$ cat src/rtl/controle_multiciclo_pkg.sv
// Shared encodings for the multicycle RV32I control unit: opcodes, function fields,
// FSM state numbering, ALU operation codes and datapath mux selects.
package controle_pkg;

  localparam logic [6:0] OP_LOAD   = 7'b0000011;
  localparam logic [6:0] OP_STORE  = 7'b0100011;
  localparam logic [6:0] OP_R      = 7'b0110011;
  localparam logic [6:0] OP_IMM    = 7'b0010011;
  localparam logic [6:0] OP_BRANCH = 7'b1100011;
  localparam logic [6:0] OP_JAL    = 7'b1101111;
  localparam logic [6:0] OP_JALR   = 7'b1100111;
  localparam logic [6:0] OP_LUI    = 7'b0110111;

  localparam logic [2:0] F3_ADD  = 3'b000;
  localparam logic [2:0] F3_SLT  = 3'b010;
  localparam logic [2:0] F3_XOR  = 3'b100;
  localparam logic [2:0] F3_OR   = 3'b110;
  localparam logic [2:0] F3_AND  = 3'b111;

  localparam logic [2:0] F3_BEQ  = 3'b000;
  localparam logic [2:0] F3_BNE  = 3'b001;
  localparam logic [2:0] F3_BLT  = 3'b100;
  localparam logic [2:0] F3_BGE  = 3'b101;

  localparam logic [2:0] F3_MUL  = 3'b000;
  localparam logic [2:0] F3_MULH = 3'b001;
  localparam logic [2:0] F3_DIV  = 3'b100;
  localparam logic [2:0] F3_REM  = 3'b110;

  localparam logic [6:0] F7_BASE   = 7'b0000000;
  localparam logic [6:0] F7_ALT    = 7'b0100000;
  localparam logic [6:0] F7_MULDIV = 7'b0000001;

  typedef enum logic [4:0] {
    ALU_ADD  = 5'd0,
    ALU_SUB  = 5'd1,
    ALU_AND  = 5'd2,
    ALU_OR   = 5'd3,
    ALU_XOR  = 5'd4,
    ALU_SLT  = 5'd5,
    ALU_MUL  = 5'd8,
    ALU_MULH = 5'd9,
    ALU_DIV  = 5'd10,
    ALU_REM  = 5'd11
  } alu_op_t;

  typedef enum logic [3:0] {
    S_FETCH  = 4'd0,
    S_DECODE = 4'd1,
    S_MEMADR = 4'd2,
    S_MEMRD  = 4'd3,
    S_MEMWB  = 4'd4,
    S_MEMWR  = 4'd5,
    S_EXEC_R = 4'd6,
    S_EXEC_I = 4'd7,
    S_ALUWB  = 4'd8,
    S_BRANCH = 4'd9,
    S_JAL    = 4'd10,
    S_JALR   = 4'd11,
    S_LUI    = 4'd12,
    S_EXEC_M = 4'd13,
    S_ERROR  = 4'd15
  } state_t;

  localparam logic [1:0] PC_ALU    = 2'b00;
  localparam logic [1:0] PC_ALUOUT = 2'b01;
  localparam logic [1:0] PC_JALR   = 2'b10;

  localparam logic [1:0] WB_ALUOUT = 2'b00;
  localparam logic [1:0] WB_MDR    = 2'b01;
  localparam logic [1:0] WB_PC     = 2'b10;
  localparam logic [1:0] WB_IMM    = 2'b11;

  localparam logic [1:0] SRCA_PC    = 2'b00;
  localparam logic [1:0] SRCA_RS1   = 2'b01;
  localparam logic [1:0] SRCA_OLDPC = 2'b10;

  localparam logic [1:0] SRCB_RS2  = 2'b00;
  localparam logic [1:0] SRCB_FOUR = 2'b01;
  localparam logic [1:0] SRCB_IMM  = 2'b10;

  typedef struct packed {
    logic       pc_write;
    logic [1:0] orig_pc;
    logic       iord;
    logic       mem_read;
    logic       mem_write;
    logic       ir_write;
    logic [1:0] mem_to_reg;
    logic       reg_write;
    logic [1:0] alu_src_a;
    logic [1:0] alu_src_b;
    logic       illegal;
  } ctrl_t;

  // Branch outcome from the SUB flags; unknown funct3 values simply fall through.
  function automatic logic branch_taken(input logic [2:0] funct3, input logic zero,
                                        input logic less);
    logic taken;
    taken = 1'b0;
    case (funct3)
      F3_BEQ:  taken = zero;
      F3_BNE:  taken = !zero;
      F3_BLT:  taken = less;
      F3_BGE:  taken = !less;
      default: taken = 1'b0;
    endcase
    return taken;
  endfunction

endpackage

$ cat src/rtl/controle_multiciclo_alu_dec.sv
// Combinational ALU operation decoder: {opcode, funct3, funct7} -> ALU op code.
module controle_alu_dec
  import controle_pkg::*;
#(
  parameter int ALUCTRL_W = 5
) (
  input  logic [6:0]           opcode,
  input  logic [2:0]           funct3,
  input  logic [6:0]           funct7,
  output logic [ALUCTRL_W-1:0] alu_op
);

  alu_op_t op;

  always_comb begin
    op = ALU_ADD;
    if (opcode == OP_R && funct7 == F7_MULDIV) begin
      case (funct3)
        F3_MUL:  op = ALU_MUL;
        F3_MULH: op = ALU_MULH;
        F3_DIV:  op = ALU_DIV;
        F3_REM:  op = ALU_REM;
        default: op = ALU_ADD;
      endcase
    end else if (opcode == OP_R || opcode == OP_IMM) begin
      case (funct3)
        F3_ADD: begin
          // Only the register form has a SUB; addi's imm[11:5] is not a funct7.
          if (opcode == OP_R && funct7 == F7_ALT) op = ALU_SUB;
          else op = ALU_ADD;
        end
        F3_SLT:  op = ALU_SLT;
        F3_XOR:  op = ALU_XOR;
        F3_OR:   op = ALU_OR;
        F3_AND:  op = ALU_AND;
        default: op = ALU_ADD;
      endcase
    end
  end

  assign alu_op = ALUCTRL_W'(op);

endmodule

$ cat src/rtl/controle_multiciclo.sv
// Multicycle RV32I control FSM with memory wait-states, bus timeout and illegal-op flag.
// Define CTRL_RV32M_EN to route OP_R/funct7=0000001 through the EXEC_M state.
module controle_multiciclo
  import controle_pkg::*;
#(
  parameter int ALUCTRL_W      = 5,
  parameter int TIMEOUT_CYCLES = 255
) (
  input  logic                 iCLK,
  input  logic                 iRST,
  input  logic [31:0]          iInst,
  input  logic                 iMemReady,
  input  logic                 iZero,
  input  logic                 iLess,
  input  logic                 iMulDivDone,
  output logic                 oPCWrite,
  output logic [1:0]           oOrigPC,
  output logic                 oIorD,
  output logic                 oMemRead,
  output logic                 oMemWrite,
  output logic                 oIRWrite,
  output logic [1:0]           oMemtoReg,
  output logic                 oRegWrite,
  output logic [1:0]           oALUSrcA,
  output logic [1:0]           oALUSrcB,
  output logic [ALUCTRL_W-1:0] oALUControl,
  output logic [3:0]           oState,
  output logic                 oIllegal,
  output logic                 oBusErr
);

  localparam logic [15:0] TMO_LAST = 16'(TIMEOUT_CYCLES - 1);

  state_t                state;
  state_t                next_state;
  state_t                dispatch;
  logic [15:0]           tmo_cnt;
  logic                  bus_err;
  logic                  illegal_op;
  logic                  waiting;
  logic                  timeout_hit;
  ctrl_t                 ctrl;
  ctrl_t                 ctrl_gated;
  logic [ALUCTRL_W-1:0]  alu_sel;
  logic [ALUCTRL_W-1:0]  alu_dec_op;

  logic [6:0] opcode;
  logic [2:0] funct3;
  logic [6:0] funct7;

  assign opcode = iInst[6:0];
  assign funct3 = iInst[14:12];
  assign funct7 = iInst[31:25];

  logic unused_inst;
  assign unused_inst = ^{iInst[24:15], iInst[11:7]};

`ifndef CTRL_RV32M_EN
  logic unused_muldiv;
  assign unused_muldiv = iMulDivDone;
`endif

  controle_alu_dec #(
    .ALUCTRL_W(ALUCTRL_W)
  ) u_alu_dec (
    .opcode(opcode),
    .funct3(funct3),
    .funct7(funct7),
    .alu_op(alu_dec_op)
  );

  always_comb begin
    dispatch   = S_FETCH;
    illegal_op = 1'b0;
    case (opcode)
      OP_LOAD, OP_STORE: dispatch = S_MEMADR;
      OP_R: begin
        if (funct7 == F7_MULDIV) begin
`ifdef CTRL_RV32M_EN
          dispatch = S_EXEC_M;
`else
          illegal_op = 1'b1;
`endif
        end else begin
          dispatch = S_EXEC_R;
        end
      end
      OP_IMM:    dispatch = S_EXEC_I;
      OP_BRANCH: dispatch = S_BRANCH;
      OP_JAL:    dispatch = S_JAL;
      OP_JALR:   dispatch = S_JALR;
      OP_LUI:    dispatch = S_LUI;
      default:   illegal_op = 1'b1;
    endcase
  end

  // A ready arriving on the limit cycle completes the access instead of faulting.
  assign waiting     = (state == S_FETCH || state == S_MEMRD || state == S_MEMWR) && !iMemReady;
  assign timeout_hit = waiting && (tmo_cnt == TMO_LAST);

  always_comb begin
    next_state = S_FETCH;
    case (state)
      S_FETCH:  if (iMemReady) next_state = S_DECODE; else next_state = S_FETCH;
      S_DECODE: next_state = dispatch;
      S_MEMADR: if (opcode == OP_LOAD) next_state = S_MEMRD; else next_state = S_MEMWR;
      S_MEMRD:  if (iMemReady) next_state = S_MEMWB; else next_state = S_MEMRD;
      S_MEMWB:  next_state = S_FETCH;
      S_MEMWR:  if (iMemReady) next_state = S_FETCH; else next_state = S_MEMWR;
      S_EXEC_R: next_state = S_ALUWB;
      S_EXEC_I: next_state = S_ALUWB;
      S_ALUWB:  next_state = S_FETCH;
`ifdef CTRL_RV32M_EN
      S_EXEC_M: if (iMulDivDone) next_state = S_ALUWB; else next_state = S_EXEC_M;
`endif
      S_ERROR:  next_state = S_ERROR;
      default:  next_state = S_FETCH;
    endcase
    if (timeout_hit) next_state = S_ERROR;
  end

  always_ff @(posedge iCLK or negedge iRST) begin
    if (!iRST) begin
      state   <= S_FETCH;
      tmo_cnt <= '0;
      bus_err <= 1'b0;
    end else begin
      state <= next_state;
      if (next_state != state) tmo_cnt <= '0;
      else if (waiting) tmo_cnt <= tmo_cnt + 16'd1;
      if (timeout_hit) bus_err <= 1'b1;
    end
  end

  always_comb begin
    ctrl    = '0;
    alu_sel = ALUCTRL_W'(ALU_ADD);
    case (state)
      S_FETCH: begin
        ctrl.mem_read  = 1'b1;
        ctrl.alu_src_a = SRCA_PC;
        ctrl.alu_src_b = SRCB_FOUR;
        ctrl.orig_pc   = PC_ALU;
        ctrl.ir_write  = iMemReady;
        ctrl.pc_write  = iMemReady;
      end
      S_DECODE: begin
        ctrl.alu_src_a = SRCA_OLDPC;
        ctrl.alu_src_b = SRCB_IMM;
        ctrl.illegal   = illegal_op;
      end
      S_MEMADR: begin
        ctrl.alu_src_a = SRCA_RS1;
        ctrl.alu_src_b = SRCB_IMM;
      end
      S_MEMRD: begin
        ctrl.iord     = 1'b1;
        ctrl.mem_read = 1'b1;
      end
      S_MEMWB: begin
        ctrl.reg_write  = 1'b1;
        ctrl.mem_to_reg = WB_MDR;
      end
      S_MEMWR: begin
        ctrl.iord      = 1'b1;
        ctrl.mem_write = 1'b1;
      end
      S_EXEC_R: begin
        ctrl.alu_src_a = SRCA_RS1;
        ctrl.alu_src_b = SRCB_RS2;
        alu_sel        = alu_dec_op;
      end
      S_EXEC_I: begin
        ctrl.alu_src_a = SRCA_RS1;
        ctrl.alu_src_b = SRCB_IMM;
        alu_sel        = alu_dec_op;
      end
`ifdef CTRL_RV32M_EN
      S_EXEC_M: begin
        ctrl.alu_src_a = SRCA_RS1;
        ctrl.alu_src_b = SRCB_RS2;
        alu_sel        = alu_dec_op;
      end
`endif
      S_ALUWB: begin
        ctrl.reg_write  = 1'b1;
        ctrl.mem_to_reg = WB_ALUOUT;
      end
      S_BRANCH: begin
        ctrl.alu_src_a = SRCA_RS1;
        ctrl.alu_src_b = SRCB_RS2;
        ctrl.orig_pc   = PC_ALUOUT;
        ctrl.pc_write  = branch_taken(funct3, iZero, iLess);
        alu_sel        = ALUCTRL_W'(ALU_SUB);
      end
      S_JAL: begin
        ctrl.reg_write  = 1'b1;
        ctrl.mem_to_reg = WB_PC;
        ctrl.pc_write   = 1'b1;
        ctrl.orig_pc    = PC_ALUOUT;
      end
      S_JALR: begin
        ctrl.alu_src_a  = SRCA_RS1;
        ctrl.alu_src_b  = SRCB_IMM;
        ctrl.reg_write  = 1'b1;
        ctrl.mem_to_reg = WB_PC;
        ctrl.pc_write   = 1'b1;
        ctrl.orig_pc    = PC_JALR;
      end
      S_LUI: begin
        ctrl.reg_write  = 1'b1;
        ctrl.mem_to_reg = WB_IMM;
      end
      default: ;
    endcase
  end

  // Everything is held quiet while reset is asserted, even though state already reads FETCH.
  assign ctrl_gated  = iRST ? ctrl : '0;
  assign oALUControl = iRST ? alu_sel : '0;

  assign oPCWrite  = ctrl_gated.pc_write;
  assign oOrigPC   = ctrl_gated.orig_pc;
  assign oIorD     = ctrl_gated.iord;
  assign oMemRead  = ctrl_gated.mem_read;
  assign oMemWrite = ctrl_gated.mem_write;
  assign oIRWrite  = ctrl_gated.ir_write;
  assign oMemtoReg = ctrl_gated.mem_to_reg;
  assign oRegWrite = ctrl_gated.reg_write;
  assign oALUSrcA  = ctrl_gated.alu_src_a;
  assign oALUSrcB  = ctrl_gated.alu_src_b;
  assign oIllegal  = ctrl_gated.illegal;
  assign oState    = state;
  assign oBusErr   = bus_err;

endmodule
$ cat config.mk
export PLATFORM = sky130hd
export DESIGN_NAME = controle_multiciclo
export DESIGN_NICKNAME = d
export VERILOG_FILES = /design/src/rtl/controle_multiciclo_pkg.sv /design/src/rtl/controle_multiciclo_alu_dec.sv /design/src/rtl/controle_multiciclo.sv
export SDC_FILE = /design/constraint.sdc
export NUM_CORES = 1
export LEC_CHECK = 0
export CAP_MARGIN = 30
export CELL_PAD_IN_SITES_DETAIL_PLACEMENT = 1
export CELL_PAD_IN_SITES_GLOBAL_PLACEMENT = 2
export CORE_UTILIZATION = 25
export CTS_BUF_LIST = sky130_fd_sc_hd__clkbuf_4 sky130_fd_sc_hd__clkbuf_8 sky130_fd_sc_hd__clkbuf_16
export DETAILED_ROUTE_END_ITERATION = 10
export GPL_ROUTABILITY_DRIVEN = 0
export PLACE_DENSITY = 0.81
export SYNTH_ARGS = -nofsm -noshare
export SYNTH_HDL_FRONTEND = slang
export SYNTH_SLANG_ARGS = --single-unit
$ cat constraint.sdc
create_clock -name iCLK -period 2.4 [get_ports iCLK]
set_clock_uncertainty 0.05 [all_clocks]
set_input_delay 0.36 -clock iCLK [delete_from_list [all_inputs] [get_ports iCLK]]
set_output_delay 0.36 -clock iCLK [all_outputs]
set_load 0.005 [all_outputs]
==> impl_results.md, run 1 <==
* Die width at 90.05 um
* Final Hold Vio Count at 0
* H-tree levels at 1
* Busiest grt layer: met2
* DIE AREA at 0.008108 mm^2
* Root buffer cell: clkbuf_8
* Hold Crit Class: input pin to async pin
* Worst-path clk slew at 0.07 ns
* Peak fanout along the critical path at 6
* Critical path class: input pin to output port
* Synth area leaders: dfrtp_1 27%, nor2_1 7.0%, xnor2_1 5.0%, nand2_1 4.5%, nor3_1 3.9%
* Share of layout cells above drive strength 1 at 0.2988
* Worst setup SP type: input pin
* Post-route ant nets at 0
* Row count at 31
* DRC at 0
* I/O pin cnt at 63
* Worst VDD drop at 0.2533 mV
* Die height at 90.05 um
* N_diodes at 0
* CP endpoint kind: output port
* Mean post-synth cell area at 7.878 um^2
* Final setup fails at 0
* Arrival time of the worst setup path at 1.96 ns
* Final Max Tran Viols at 0
* Power Total at 0.0009600 W
* Leakage at 1.321 nW
* Core area at 0.007370 mm^2
* Max Cap Viol at 0
* Vias post-DR at 2142
* Syn Nets at 286
* DP HPWL at 4794 um
* Async SR Flop Fraction at 1.000
* Initial Util at 0.2630
* Area leader, netlist: dfrtp_1
* # clock sinks at 21
* Port bufs at 45
* Post-synth EDFFs at 0
* Worst R2R End: tmo_cnt[11]$_DFFE_PN0P_
* Post-DP Area at 0.002795 mm^2
* Relative slew slack at 0.6306
* Layout area overhead at 59.07%
* Yosys reg bits at 21
* Drt wl/cell at 14.89 um
* # nets final at 379
* Area share of the leading cell type in the synthesized netlist at 0.2711
* Seq/Total Area, Yosys at 0.2711
* Via-to-Cell Ratio at 4.902
* Gr usage total at 0.1535
* Reg2reg start: oState[2]$_DFF_PN0_
* CTS tree: done
* Required @ worst endpoint at 1.99 ns
* Met3 Track Usage GR at 0.02115
* Tmin final at 2.374 ns
* DRT Pass-1 Iters at 4
* Drt first-iter violations at 69
* Largest net degree at the start of global routing at 24
* WL final at 6509 um
* Vias in the first global route at 2146
* Netlist cell types at 57
* Met1 usage at 0.2115
* Post-synth top flop: dfrtp_1
* First-pass GRT wire length at 10360 um
* Post-Syn Area at 0.001938 mm^2
* Skew-Pair Late Insertion Delay at 0.26 ns
* R2r setup slk at 0.11 ns
* GRT overflow at 0
* Status: finished, final reports clean
* Crit share post-route at 0.9893
* Reg2Reg Depth at 8
* Initial antenna violation count at 0
* Post-layout util at 0.4183
* Worst-margin pin slew at 0.5498 ns
* Final TNS setup at 0 ns
* CTS Buffer Depth at 2
* PD cells at 311.4 mW/mm^2
* Syn Inst Count at 246
* Total CTS buffers at 3
* Fin area at 0.003083 mm^2
* Ys Warns at 0
* Fmax at 0.4212 GHz
* Met2 GRT Util at 0.2602
==> per-stage QoR <==
step                hold WS, ns  std cells  setup slack, ns
finish                   0.1417        437          0.02580
global route             0.1614        437         -0.02574
CTS                      0.4469        426         -0.02373
detailed placement       0.4194        421          -0.4676
global placement         0.4164        421          -0.4042
floorplan               0.01441        246           0.2739
==> layout by cell type (no fill, tap or decap), types with 7 or more instances in the layout <==
| cell | instances |
|---|---|
| o21ai_0 | 7 |
| dfrtp_1 | 18 |
| xnor2_1 | 11 |
| nand4_1 | 9 |
| nand2_1 | 22 |
| nor3_1 | 13 |
| nor2_1 | 30 |
| inv_1 | 9 |
| nand3_1 | 7 |
| xor2_1 | 8 |
| clkdlybuf4s50_1 | 27 |
| buf_4 | 49 |
==> kinds of logic (layout without fill, tap and decap cells) <==
logic type                 after synthesis  after routing  synth area share
muxes                                    2              2           0.01033
AOI/OAI and AO/OA                       39             39            0.1556
buffers and inverters                   22            114           0.05487
adders and majority gates                2              2           0.01291
other                                    1              1          0.001935
and+or+nand+nor                        140            140            0.4074
DFF                                     21             21            0.2711
xor gates and xnor gates                19             19           0.08586
==> state kept, by name, summed over array words and instances, names as in the netlist <==
register,count
oBusErr,1
oState,4
tmo_cnt,16
==> where the power goes <==
part	total (W)	internal (W)	switching [W]
registers	0.000374	0.000363	0.0000112
clock network	0.000242	0.000130	0.000113
logic	0.000343	0.000184	0.000159
total	0.000960	0.000677	0.000283
==> synth_stat cells (5+ instances only) <==
| cell | number |
|---|---|
| a21oi_1 | 5 |
| inv_1 | 9 |
| xor2_1 | 8 |
| dfrtp_1 | 21 |
| o21ai_0 | 9 |
| nand4_1 | 9 |
| nor3_1 | 15 |
| xnor2_1 | 11 |
| nand3_1 | 8 |
| and2_1 | 7 |
| nand2_1 | 23 |
| nor2_1 | 36 |
==> area by class of cell <==
cell class                      instances  area, um^2
Clock buffer                            4       48.80
Fill cell                             904        4287
Inverter                                9       33.78
Multi-Input combinational cell        203        1426
Sequential cell                        21       529.3
Tap cell                               99       123.9
Timing Repair Buffer                  101       920.9
==> worst max-delay path: stages <==
cell,delay (ns)
clkdlybuf4s50_1,0.53
xor2_1,0.22
nor4_2,0.19
o21a_1,0.16
clkdlybuf4s50_1,0.49
==> per-layer routing <==
metal	routed length, um	up-vias
met5	0	-
li1	-	1061
met2	3258	25
met4	23	0
met1	3093	1054
met3	133	2
==> timing repair <==
action / CTS / global route
hold buffers: 0 / 0
pin swaps: 5 / 11
gates cloned: 0 / 1
setup buffers: 1 / 10
setup endpoints to repair: 11 / 28
resized for setup: 28 / 39
==> worst max path at each step <==
stage                                 startpoint                 endpoint  slack (ns)  cells past startpoint
after floorplan           tmo_cnt[0]$_DFFE_PN0P_  tmo_cnt[13]$_DFFE_PN0P_        0.27                      9
after global placement                 iInst[26]           oALUControl[3]       -0.40                      6
after detailed placement               iInst[26]           oALUControl[1]       -0.47                      8
after CTS                               iInst[0]           oALUControl[1]       -0.02                      9
after global routing                   iInst[14]                 oPCWrite       -0.03                      6
final                                  iInst[12]                 oPCWrite        0.03                      5
No activity file was read; power rests on OpenSTA's default activity.
==> run 2, diff against run 1 <==
Settings changed: SETUP_SLACK_MARGIN set to 0.2.
==> impl_results.md, run 2 (synthesis results as in run 1) <==
* Layout area overhead at 67.27%
* Post-route ant nets at 0
* Int Pwr at 0.0006702 W
* H-tree levels at 1
* Leakage at 1.467 nW
* Relative slew slack at 0.6343
* DRT Pass-1 Iters at 4
* Vias post-DR at 2232
* Peak fanout along the critical path at 16
* Critical path class: flip-flop to flip-flop
* Row count at 31
* Combinational share of power at 0.359
* Share of layout cells above drive strength 1 at 0.3467
* Met1 Wirelength at 3134 um
* Worst setup SP type: flip-flop
* Tmin final at 2.275 ns
* Power Total at 0.0009608 W
* # nets final at 390
* DIE AREA at 0.008108 mm^2
* Largest register by flop count: tmo_cnt
* Most common cell after layout, fill and taps aside: buf_4
* Drt first-iter violations at 72
* Worst-path clk slew at 0.07 ns
* Total CTS buffers at 3
* Routed met2 length at 3474 um
* Slowest-stage cell, CP: dfrtp_2
* Die height at 90.05 um
* Root buffer cell: clkbuf_8
* Net Sw Power at 0.0002906 W
* Met3 WL at 221 um
* Drt wl/cell at 15.51 um
* Skew-Pair Late Insertion Delay at 0.26 ns
* Initial antenna violation count at 0
* Number of buffers and inverters on the critical path at 2
* WL final at 6947 um
* CP top delay family: compound AO/OA/AOI/OAI gates
* CTS Buffer Depth at 2
* Sequential share of power at 0.389
* Worst VDD drop at 0.2604 mV
* RSZ-0062 raised after global routing: yes
* N_diodes at 0
* Final Max Tran Viols at 0
* Top sig layer: met4
* Initial Util at 0.2630
* Max Cap Viol at 0
* PD cells at 296.4 mW/mm^2
* DRC at 0
* CP endpoint kind: flip-flop
* Port bufs at 45
* I/O pin cnt at 63
* Cell mode on critical path: buf_12
* Fmax at 0.4396 GHz
* Crit share post-route at 0.9479
* Worst-margin pin slew at 0.5417 ns
* Largest net degree at the start of global routing at 21
* Gr usage total at 0.1665
* # clock sinks at 21
* Status: finished, final reports clean
* Clock power frac at 0.252
* CTS tree: done
* Most frequent cells in the layout: 56 x buf_4, 30 x nor2_1, 21 x nand2_1, 19 x dlygate4sd2_1, 17 x dfrtp_1
* CP max stage delay at 0.46 ns
* Vias in the first global route at 2304
* Arrival time of the worst setup path at 2.35 ns
* Final setup fails at 0
* Critical path cell sequence: buf_12, nor4b_4, o211ai_1, and4_1, o211a_1, o211ai_4, buf_12, a211oi_2
* Required @ worst endpoint at 2.48 ns
* First-pass GRT wire length at 11180 um
* Die width at 90.05 um
* DP HPWL at 4794 um
* Hold Crit Class: input pin to async pin
* Via-to-Cell Ratio at 4.982
* Core area at 0.007370 mm^2
* Number of flip-flops under the largest register name at 16
* GRT overflow at 0
* Final Hold Vio Count at 0
* Switching share of total power at 0.3024
* Hold WS at 0.2890 ns
==> run 2: changes by cell type in the layout (fill, tap and decap cells not counted), moves of 2 or more <==
cell | previous run | this run
dlygate4sd2_1 | 6 | 19
buf_6 | 4 | 7
clkdlybuf4s50_1 | 27 | 10
clkbuf_2 | 2 | 4
buf_12 | 2 | 4
buf_4 | 49 | 56
o21ai_1 | 1 | 3
==> run 2: power groups by stage <==
stage	combinational, W	clock (W)	sequential (W)
6_report	0.000345	0.000242	0.000374
3_3_place_gp	0.000292	0	0.000380
5_1_grt	0.000375	0.000266	0.000375
2_1_floorplan	0.000136	0	0.000379
4_1_cts	0.000326	0.000255	0.000372
3_5_place_dp	0.000297	0	0.000381
==> run 2: timing repair <==
| action | CTS | global route |
|---|---|---|
| pin swaps | 16 | 13 |
| endpoints found under the setup margin | 35 | 31 |
| gates cloned | 1 | 1 |
| resized for setup | 73 | 37 |
| hold endpoints to repair | 0 | 0 |
| setup buffers | 17 | 4 |
| hold buffers | 0 | 0 |
==> run 2: final timing paths <==
path / from / endpoint / slack (ns) / cells past startpoint
min in group iCLK: oBusErr$_DFFE_PN0P_ / oBusErr$_DFFE_PN0P_ / 0.44 / 1
min reg2reg: oBusErr$_DFFE_PN0P_ / oBusErr$_DFFE_PN0P_ / 0.44 / 1
min: iRST / tmo_cnt[10]$_DFFE_PN0P_ / 0.29 / 2
max: oState[3]$_DFF_PN0_ / tmo_cnt[1]$_DFFE_PN0P_ / 0.12 / 8
max reg2reg: oState[3]$_DFF_PN0_ / tmo_cnt[1]$_DFFE_PN0P_ / 0.12 / 8
max in group asynchronous: iRST / oState[3]$_DFF_PN0_ / 1.75 / 2
==> run 2: metrics by stage <==
| stage | area, um^2 | instances | setup WS (ns) | util | setup TNS, ns |
|---|---|---|---|---|---|
| after floorplan | 1938 | 246 | 0.2739 | - | 0 |
| after global placement | 2795 | 421 | -0.4042 | 0.3793 | -4.358 |
| after detailed placement | 2795 | 421 | -0.4676 | 0.3793 | -4.897 |
| after CTS | 3104 | 443 | 0.1211 | 0.4212 | 0 |
| after global routing | 3242 | 448 | 0.04112 | 0.4399 | 0 |
| final | 3242 | 448 | 0.1250 | 0.4399 | 0 |
==> run 2: layer usage <==
layer  vias to the layer above  GRT usage
met3                         8    0.02453
met2                        47     0.2920
met4                         0    0.03495
met5                         -          0
li1                       1086          -
met1                      1091     0.2157
==> run 2: final cells by class <==
cell class              instances  area [um^2]
clock buffers                   4        48.80
multi-input cells             203         1476
fillers                       889         4128
flip-flops and latches         21        530.5
well taps                      99        123.9
inverters                       9        33.78
repair buffers                112         1028
==> run 3, diff against run 2 <==
Settings changed: DONT_BUFFER_PORTS set to 1, PLACE_DENSITY 0.81 to 0.63.
==> impl_results.md, run 3 (synthesis results as in run 1) <==
* Final TNS setup at 0 ns
* Fill count at 896
* Required @ worst endpoint at 2.50 ns
* Net Sw Power at 0.0002509 W
* Critical path cell sequence: buf_4, nor4bb_4, o21bai_2, and4_1, o211a_1, o211ai_4, clkbuf_16, a21oi_1
* Number of cells on the worst hold path at 2
* Power Total at 0.0008580 W
* Worst-path clk slew at 0.08 ns
* Reg2reg start: oState[1]$_DFF_PN0_
* # clock sinks at 21
* DRT Pass-1 Iters at 4
* Int Pwr at 0.0006071 W
* Vias post-DR at 1804
* Leakage at 0.9062 nW
* DRC at 0
* Row count at 31
* Max Cap Viol at 0
* Largest net degree at the start of global routing at 22
* Status: finished, final reports clean
* CP top delay family: compound AO/OA/AOI/OAI gates
* Via-to-Cell Ratio at 5.039
* DIE AREA at 0.008108 mm^2
* Total CTS buffers at 3
* R2r setup slk at 0.20 ns
* Combinational share of power at 0.272
* Die height at 90.05 um
* Worst VDD drop at 0.1799 mV
* Clock power frac at 0.291
* Slowest-stage cell, CP: dfrtp_1
* Port bufs at 0
* Peak fanout along the critical path at 14
* N_diodes at 0
* RSZ-0062 raised after global routing: yes
* WL final at 5822 um
* Drt first-iter violations at 56
* Initial Util at 0.2630
* Final Hold Vio Count at 0
* CTS Buffer Depth at 2
* CP Depth at 8
* First-pass GRT wire length at 9390 um
* Core area at 0.007370 mm^2
* Layout area overhead at 21.43%
* H-tree levels at 1
* Post-DP Area at 0.002107 mm^2
* Largest register by flop count: tmo_cnt
* Setup crit end: tmo_cnt[6]$_DFFE_PN0P_
* Root buffer cell: clkbuf_8
* Critical path class: flip-flop to flip-flop
* Drt wl/cell at 16.26 um
* PD cells at 364.6 mW/mm^2
* Sequential share of power at 0.437
* Share of layout cells above drive strength 1 at 0.1969
* Switching share of total power at 0.2924
* Relative slew slack at 0.6146
* GRT overflow at 0
* # nets final at 300
* Worst R2R End: tmo_cnt[6]$_DFFE_PN0P_
* Number of flip-flops under the largest register name at 16
* Crit share post-route at 0.9162
* Final setup fails at 0
* Worst-margin pin slew at 0.5762 ns
* CP endpoint kind: flip-flop
* Gr usage total at 0.1404
* Final Max Tran Viols at 0
* Fmax at 0.4548 GHz
* Number of buffers and inverters on the critical path at 2
* Tmin final at 2.199 ns
* Worst setup SP type: flip-flop
* Hold Crit Class: input pin to flip-flop
* I/O pin cnt at 63
* Initial antenna violation count at 0
* CP max stage delay at 0.41 ns
* Die width at 90.05 um
* Reg2Reg Depth at 8
* Most frequent cells in the layout: 34 x nor2_1, 22 x nand2_1, 20 x dfrtp_1, 16 x buf_4, 14 x nor3_1
* Vias in the first global route at 1825
* Arrival time of the worst setup path at 2.30 ns
* CTS tree: done
* Most common cell after layout, fill and taps aside: nor2_1
* Skew-Pair Late Insertion Delay at 0.26 ns
* DP HPWL at 4197 um
* Crit path from: oState[1]$_DFF_PN0_
* Post-route ant nets at 0
* Fin area at 0.002354 mm^2
==> run 3: cell types whose count changed in the layout (fill, tap and decap cells not counted), moves of 4 or more <==
cell             delta
buf_4              -40
clkbuf_2            -4
clkdlybuf4s50_1    -10
nor2_1              +4
dlygate4sd2_1      -19
dlymetal6s2s_1      -6
buf_6               -6
==> run 3: how the worst min path moves through the flow <==
stage / from / to / slack, ns
after floorplan: iRST / oBusErr$_DFFE_PN0P_ / 0.01
after global placement: iRST / tmo_cnt[14]$_DFFE_PN0P_ / 0.02
after detailed placement: iRST / tmo_cnt[14]$_DFFE_PN0P_ / 0.02
after CTS: iInst[5] / oState[3]$_DFF_PN0_ / 0.21
after global routing: iInst[5] / oState[3]$_DFF_PN0_ / 0.22
final: iInst[5] / oState[3]$_DFF_PN0_ / 0.22
==> run 3: what timing repair did <==
item	in CTS	in global routing
setup buffers	1	4
hold buffers	1	0
endpoints found under the hold margin	21	0
pin swaps	1	9
gates resized for setup	6	19
cloned	0	1
endpoints found under the setup margin	21	21
==> run 3: stage by stage <==
step | utilization | hold WS, ns | setup slack (ns) | std cells
2_1_floorplan | - | 0.01441 | 0.2739 | 246
3_3_place_gp | 0.2859 | 0.01525 | 0.1396 | 346
3_5_place_dp | 0.2859 | 0.01524 | 0.05537 | 346
4_1_cts | 0.2986 | 0.2129 | 0.2018 | 352
5_1_grt | 0.3194 | 0.2246 | 0.1153 | 358
6_report | 0.3194 | 0.2208 | 0.2012 | 358
==> run 3: layout make-up <==
type                    instances  area [um^2]  area share
repair buffers                 22        216.5     0.09197
flip-flops and latches         21        526.8      0.2238
clock buffers                   4        48.80     0.02073
inverters                       9        33.78     0.01435
well taps                      99        123.9     0.05263
multi-input cells             203         1404      0.5965
==> run 3: power by group through the flow <==
stage	clock network (W)	logic, W	registers, W
6_report	0.000250	0.000233	0.000375
5_1_grt	0.000277	0.000258	0.000377
4_1_cts	0.000262	0.000196	0.000374
3_5_place_dp	0	0.000182	0.000381
3_3_place_gp	0	0.000180	0.000381
2_1_floorplan	0	0.000136	0.000379
==> run 3: per-layer routing <==
layer,global-route usage,wire length (um)
met4,0.02419,18
met2,0.2099,2567
met5,0,0
met1,0.2110,3032
met3,0.02453,204
